### src/rtl/vram_arb_pkg.sv
// Shared types for the VRAM port arbiter: requester ownership, response kinds
// and the tag that travels down the read-latency pipeline.
package vram_arb_pkg;

    localparam int DEF_VRAM_WORDS = 600;
    localparam int DEF_CTRL_ADDR  = 600;

    typedef enum logic {
        OWN_VID = 1'b0,
        OWN_CPU = 1'b1
    } owner_e;

    typedef enum logic [1:0] {
        K_BRAM = 2'd0,
        K_CTRL = 2'd1,
        K_ZERO = 2'd2
    } kind_e;

    typedef struct packed {
        logic        valid;
        owner_e      owner;
        kind_e       kind;
        logic        err;
        logic [31:0] ctrl_snapshot;
    } rsp_tag_t;

    localparam int TAG_W = $bits(rsp_tag_t);

    function automatic logic [31:0] byte_merge(input logic [31:0] old_word,
                                               input logic [31:0] new_word,
                                               input logic [3:0]  strb);
        logic [31:0] merged;
        merged = old_word;
        for (int b = 0; b < 4; b++) begin
            if (strb[b]) merged[8*b +: 8] = new_word[8*b +: 8];
        end
        return merged;
    endfunction

endpackage

### src/rtl/vram_rsp_pipe.sv
// Read-latency tag pipeline; steers the returning word to the requester that
// owned the grant and selects BRAM data, the captured control value or zero.
module vram_rsp_pipe
    import vram_arb_pkg::*;
#(
    parameter int RD_LAT = 1
) (
    input  logic             clk,
    input  logic             rst_n,
    input  logic [TAG_W-1:0] tag_in,
    input  logic [31:0]      bram_rdata,
    output logic             vid_rsp_valid,
    output logic [31:0]      vid_rsp_data,
    output logic             cpu_rsp_valid,
    output logic [31:0]      cpu_rsp_data,
    output logic             cpu_rsp_err
);

    rsp_tag_t    tag_p [RD_LAT];
    rsp_tag_t    tag_out;
    logic [31:0] rsp_data;

    // Stage boundary: one tag register per cycle of BRAM read latency
    always_ff @(posedge clk or negedge rst_n) begin
        if (!rst_n) begin
            for (int i = 0; i < RD_LAT; i++) tag_p[i].valid <= 1'b0;
        end else begin
            tag_p[0] <= rsp_tag_t'(tag_in);
            for (int i = 1; i < RD_LAT; i++) tag_p[i] <= tag_p[i-1];
        end
    end

    assign tag_out = tag_p[RD_LAT-1];

    always_comb begin
        rsp_data = 32'h0;
        case (tag_out.kind)
            K_BRAM:  rsp_data = bram_rdata;
            K_CTRL:  rsp_data = tag_out.ctrl_snapshot;
            default: rsp_data = 32'h0;
        endcase
    end

    assign vid_rsp_valid = tag_out.valid && (tag_out.owner == OWN_VID);
    assign cpu_rsp_valid = tag_out.valid && (tag_out.owner == OWN_CPU);
    assign cpu_rsp_err   = cpu_rsp_valid && tag_out.err;
    assign vid_rsp_data  = rsp_data;
    assign cpu_rsp_data  = rsp_data;

endmodule

### src/rtl/vram_port_arbiter.sv
// Shares the single text-VRAM BRAM port between video fetch and the CPU,
// with a streak limit on video so CPU accesses cannot starve; owns ctrl_reg.
module vram_port_arbiter
    import vram_arb_pkg::*;
#(
    parameter int ADDR_W         = 10,
    parameter int VRAM_WORDS     = DEF_VRAM_WORDS,
    parameter int CTRL_ADDR      = DEF_CTRL_ADDR,
    parameter int RD_LAT         = 1,
    parameter int MAX_VID_STREAK = 4
) (
    input  logic              axi_aclk,
    input  logic              axi_aresetn,
    input  logic              vid_req_valid,
    input  logic [ADDR_W-1:0] vid_req_addr,
    output logic              vid_req_ready,
    output logic              vid_rsp_valid,
    output logic [31:0]       vid_rsp_data,
    input  logic              cpu_req_valid,
    input  logic              cpu_req_we,
    input  logic [ADDR_W-1:0] cpu_req_addr,
    input  logic [31:0]       cpu_req_wdata,
    input  logic [3:0]        cpu_req_strb,
    output logic              cpu_req_ready,
    output logic              cpu_rsp_valid,
    output logic [31:0]       cpu_rsp_data,
    output logic              cpu_rsp_err,
    output logic              bram_en,
    output logic [3:0]        bram_we,
    output logic [ADDR_W-1:0] bram_addr,
    output logic [31:0]       bram_wdata,
    input  logic [31:0]       bram_rdata,
    output logic [31:0]       ctrl_reg
);

    localparam int                STREAK_W   = $clog2(MAX_VID_STREAK + 1);
    localparam logic [STREAK_W-1:0] STREAK_MAX = STREAK_W'(MAX_VID_STREAK);
    localparam logic [ADDR_W:0]   VRAM_END   = (ADDR_W + 1)'(VRAM_WORDS);
    localparam logic [ADDR_W:0]   CTRL_WORD  = (ADDR_W + 1)'(CTRL_ADDR);

    logic [STREAK_W-1:0] streak;
    logic [31:0]         ctrl_q;
    logic                cpu_turn;
    logic                vid_grant;
    logic                cpu_grant;
    logic [ADDR_W-1:0]   gnt_addr;
    logic                gnt_in_vram;
    logic                gnt_is_ctrl;
    logic                gnt_cpu_wr;
    rsp_tag_t            tag_d;

    // Video has priority until it has won MAX_VID_STREAK times over a waiting CPU
    assign cpu_turn  = cpu_req_valid && (streak == STREAK_MAX);
    assign vid_grant = axi_aresetn && vid_req_valid && !cpu_turn;
    assign cpu_grant = axi_aresetn && cpu_req_valid && !vid_grant;

    assign vid_req_ready = vid_grant;
    assign cpu_req_ready = cpu_grant;

    assign gnt_addr    = cpu_grant ? cpu_req_addr : vid_req_addr;
    assign gnt_in_vram = ({1'b0, gnt_addr} < VRAM_END);
    assign gnt_is_ctrl = cpu_grant && ({1'b0, cpu_req_addr} == CTRL_WORD);
    assign gnt_cpu_wr  = cpu_grant && cpu_req_we;

    assign bram_en    = (vid_grant || cpu_grant) && gnt_in_vram;
    assign bram_we    = (gnt_cpu_wr && gnt_in_vram) ? cpu_req_strb : 4'b0000;
    assign bram_addr  = gnt_addr;
    assign bram_wdata = cpu_req_wdata;

    always_ff @(posedge axi_aclk or negedge axi_aresetn) begin
        if (!axi_aresetn) begin
            streak <= '0;
        end else if (!cpu_req_valid || cpu_grant) begin
            streak <= '0;
        end else if (vid_grant && (streak != STREAK_MAX)) begin
            streak <= streak + 1'b1;
        end
    end

    always_ff @(posedge axi_aclk or negedge axi_aresetn) begin
        if (!axi_aresetn) begin
            ctrl_q <= 32'h0;
        end else if (gnt_is_ctrl && cpu_req_we) begin
            ctrl_q <= byte_merge(ctrl_q, cpu_req_wdata, cpu_req_strb);
        end
    end

    assign ctrl_reg = ctrl_q;

    // Write acks and out-of-range accesses return zero; ctrl reads return the pre-edge value
    always_comb begin
        tag_d.valid         = vid_grant || cpu_grant;
        tag_d.owner         = cpu_grant ? OWN_CPU : OWN_VID;
        tag_d.err           = cpu_grant && !gnt_in_vram && !gnt_is_ctrl;
        tag_d.ctrl_snapshot = ctrl_q;
        if (gnt_cpu_wr) begin
            tag_d.kind = K_ZERO;
        end else if (gnt_in_vram) begin
            tag_d.kind = K_BRAM;
        end else if (gnt_is_ctrl) begin
            tag_d.kind = K_CTRL;
        end else begin
            tag_d.kind = K_ZERO;
        end
    end

    vram_rsp_pipe #(
        .RD_LAT (RD_LAT)
    ) u_rsp_pipe (
        .clk           (axi_aclk),
        .rst_n         (axi_aresetn),
        .tag_in        (tag_d),
        .bram_rdata    (bram_rdata),
        .vid_rsp_valid (vid_rsp_valid),
        .vid_rsp_data  (vid_rsp_data),
        .cpu_rsp_valid (cpu_rsp_valid),
        .cpu_rsp_data  (cpu_rsp_data),
        .cpu_rsp_err   (cpu_rsp_err)
    );

endmodule
### config.mk
export PLATFORM = sky130hd
export DESIGN_NAME = vram_port_arbiter
export DESIGN_NICKNAME = d
export VERILOG_FILES = /design/src/rtl/vram_arb_pkg.sv /design/src/rtl/vram_rsp_pipe.sv /design/src/rtl/vram_port_arbiter.sv
export SDC_FILE = /design/constraint.sdc
export NUM_CORES = 1
export LEC_CHECK = 0
export BUFFER_PORTS_ARGS = -buffer_cell sky130_fd_sc_hd__buf_2
export CORE_MARGIN = 2
export CORE_UTILIZATION = 40
export CTS_CLUSTER_SIZE = 30
export DETAILED_ROUTE_END_ITERATION = 10
export PLACE_DENSITY = 0.77
export SYNTH_ARGS = -nofsm -noshare
export SYNTH_HDL_FRONTEND = slang
export SYNTH_HIERARCHICAL = 1
export SYNTH_SLANG_ARGS = --single-unit
### constraint.sdc
create_clock -name axi_aclk -period 1.8 [get_ports axi_aclk]
set_clock_uncertainty 0.05 [all_clocks]
set_input_delay 0.36 -clock axi_aclk [delete_from_list [all_inputs] [get_ports axi_aclk]]
set_output_delay 0.36 -clock axi_aclk [all_outputs]
set_load 0.01 [all_outputs]
==> impl_metrics.env <==
export IMPL_core_um2=9860
export IMPL_clkTransAtPathRegs_ps=70
export IMPL_antenna_cells=0
export IMPL_drtIter0Drc=111
export IMPL_areaGrowthSynthToFinish_pct=33.9
export IMPL_synth_top_cell_by_area="edfxtp_1"
export IMPL_routed_top_layer="met4"
export IMPL_final_layout_size_suffix_gt1_share_pct=63.9
export IMPL_die_area_um2=11000
export IMPL_syn_cell_area_um2=4080
export IMPL_r2r_cells=9
export IMPL_start_util_pct=41.4
export IMPL_synth_xor_xnor_area_share_pct=0
export IMPL_synthMuxAreaShare_pct=16.7
export IMPL_crit_type="flop to output port"
export IMPL_synth_compound_area_share_pct=2.82
export IMPL_antenna_found_initial=0
export IMPL_hold_violations=0
export IMPL_ir_worst_vdd_uv=302
export IMPL_yosysWarningCount=6
export IMPL_worstSetupEndpointType="output port"
export IMPL_r2r_start="streak[0]"
export IMPL_gp_congestion=0.821
export IMPL_largest_reg_flops=37
export IMPL_syn_avg_cell_area_um2=11.4
export IMPL_post_route_period_util_pct=121
export IMPL_mostFrequentLayoutCell="buf_2"
export IMPL_grt_pass1_wl_um=15900
export IMPL_rsz0062_at_grt="yes"
export IMPL_die_w_um=105
export IMPL_grt_use_total_pct=18.7
export IMPL_grt_overflow_total=0
export IMPL_via_per_inst=4.70
export IMPL_hpwl_um=7890
export IMPL_critPathMaxFanout=5
export IMPL_period_minus_slack_ps=2180
export IMPL_worst_path_buf_inv=3
export IMPL_root_buffer="clkbuf_8"
export IMPL_cp_slowest_cell="dfrtp_1"
export IMPL_ys_async_sr_fraction_pct=50.0
export IMPL_netlist_top_cells_area="edfxtp_1 26%, dfrtp_1 22%, buf_4 18%"
export IMPL_whs_ps=53.7
export IMPL_synth_adder_area_share_pct=0.613
export IMPL_nets=641
export IMPL_final_cells=684
export IMPL_worstPathRequired_ps=1390
export IMPL_drt_total_wl_um=10700
export IMPL_yosys_area_share_simple_pct=10.9
export IMPL_mostFrequentLayoutCells="234 x buf_2, 36 x dfrtp_1, 36 x edfxtp_1"
export IMPL_setup_ws_ps=-380
export IMPL_synth_seq_area_share_pct=48.5
export IMPL_ys_ff_latch=72
export IMPL_min_path_type="input port to async pin"
export IMPL_placedCellCount=656
export IMPL_synth_top_family_by_area="buffers and inverters"
export IMPL_reg2reg_slack_ps=-140
export IMPL_cts_buffers=9
export IMPL_tightest_slew_ps=440
export IMPL_setup_tns_ps=-11600
export IMPL_ios=241
export IMPL_grt_pass1_vias=3205
export IMPL_wl_per_cell_um=15.6
export IMPL_ys_flop_type="edfxtp_1"
export IMPL_p_leak_nw=3.00
export IMPL_cts_sinks=72
export IMPL_yosysUniqueCellTypes=35
export IMPL_numPortBuffers=240
export IMPL_die_h_um=105
export IMPL_insertion_delay_ps=340
export IMPL_drt_pass1_iterations=4
export IMPL_r2r_end="ctrl_reg[29]"
export IMPL_arrival_ps=1770
export IMPL_htreeDepth=3
export IMPL_num_vias=3213
export IMPL_start_kind="flop"
export IMPL_met2_length_um=5660
export IMPL_outcome="complete, but fails checks"
export IMPL_syn_inst=358
export IMPL_drcViolationCount=0
export IMPL_met3_length_um=706
export IMPL_max_slew_margin_pct=70.7
export IMPL_grt_max_degree=37
export IMPL_setup_viol=107
export IMPL_synth_top_area_share_pct=26.5
export IMPL_timing_fmax_mhz=459
export IMPL_crit_family="simple AND/OR/NAND/NOR gates"
export IMPL_cpPeakStageDelay_ps=400
export IMPL_cts_path_max_buffers=2
export IMPL_violations="negative setup slack"
export IMPL_num_rows=36
export IMPL_cts_tree="yes"
export IMPL_crit_chain="inv_2 -> ha_4 -> a21bo_4 -> nand3_4 -> inv_4 -> and3_4 -> and2_4 -> buf_6"
export IMPL_drv_cap=0
export IMPL_wl_met1_um=4100
export IMPL_antenna_left=0
export IMPL_syn_num_nets=453
export IMPL_power_mw=3.60
export IMPL_power_density_nw_per_um2=658
export IMPL_synth_edff_count=36
export IMPL_maxSlewViolCount=0
-- Yosys cell counts (2+ instances only) --
library cell,number
clkbuf_1,6
buf_12,3
dfrtp_1,36
edfxtp_1,36
buf_4,96
nand3_1,3
ha_1,2
and3_1,3
a21boi_0,2
nand4_2,4
o21ai_0,7
nand2_1,30
mux2_2,32
and2_1,8
nor2_1,35
inv_1,4
nand4_1,2
mux2i_1,32
-- kinds of logic (layout without fill, tap and decap cells) --
group                    count (synthesis)  in the layout
AO/OA/AOI/OAI                           17             17
adder cells (fa/ha/maj)                  2              2
buffers and inverters                  112            305
flip-flops                              72             72
multiplexers                            64             64
AND/OR/NAND/NOR                         91             91
-- worst register-to-register path, stage by stage, from the launching register on --
cell and delay [ps]:
dfrtp_1 400, inv_2 90, ha_4 140, a21bo_4 140
nand3_4 100, inv_4 100, buf_6 140, buf_6 110
nand4_4 200, mux2_4 360
-- layout make-up --
class | count | area (µm²)
inverter | 5 | 21.3
fill | 852 | 4400
timing repair buffer | 284 | 1710
clock buffer | 13 | 159
multi-input combinational | 174 | 1410
sequential | 72 | 1980
clock inverter | 3 | 16.3
tap | 133 | 166
-- report_power, final --
group	internal [mW]	switching, mW	total (mW)	leakage (nW)
registers	1.76	0.0154	1.78	0.872
clock network	0.570	0.567	1.14	0.0871
logic	0.322	0.357	0.679	2.04
-- per-layer routing --
metal,track usage (%),vias to the layer above
met4,7.52,0
met1,20.2,1535
met3,3.99,14
met5,0,-
met2,35.3,153
li1,-,1511
-- how the worst max path moves through the flow --
| stage | from | cells after the start | end |
|---|---|---|---|
| 6_report | streak[0] | 8 | bram_we[0] |
| 5_1_grt | streak[1] | 8 | bram_we[0] |
| 4_1_cts | streak[1] | 8 | bram_we[1] |
| 3_5_place_dp | cpu_req_addr[5] | 6 | ctrl_reg[19] |
| 3_3_place_gp | cpu_req_addr[5] | 6 | ctrl_reg[19] |
| 2_1_floorplan | cpu_req_addr[5] | 4 | ctrl_reg[0] |
-- timing repair --
item / CTS / global route
gates resized for setup: 43 / 12
setup buffers: 7 / 2
endpoints found under the setup margin: 113 / 113
pin swaps: 15 / 10
hold endpoints to repair: 3 / 0
hold buffers: 1 / 0
cloned: 4 / 0
-- metrics by stage --
stage                     setup slack (ps)  cell area [µm²]  utilization [%]
after global placement                -344             4930             50.0
after detailed placement              -409             4930             50.0
after global routing                  -465             5470             55.4
after CTS                             -360             5410             54.8
final                                 -380             5470             55.4
after floorplan                       -143             4090                -
Note: power is estimated with default switching activity, not from simulation.
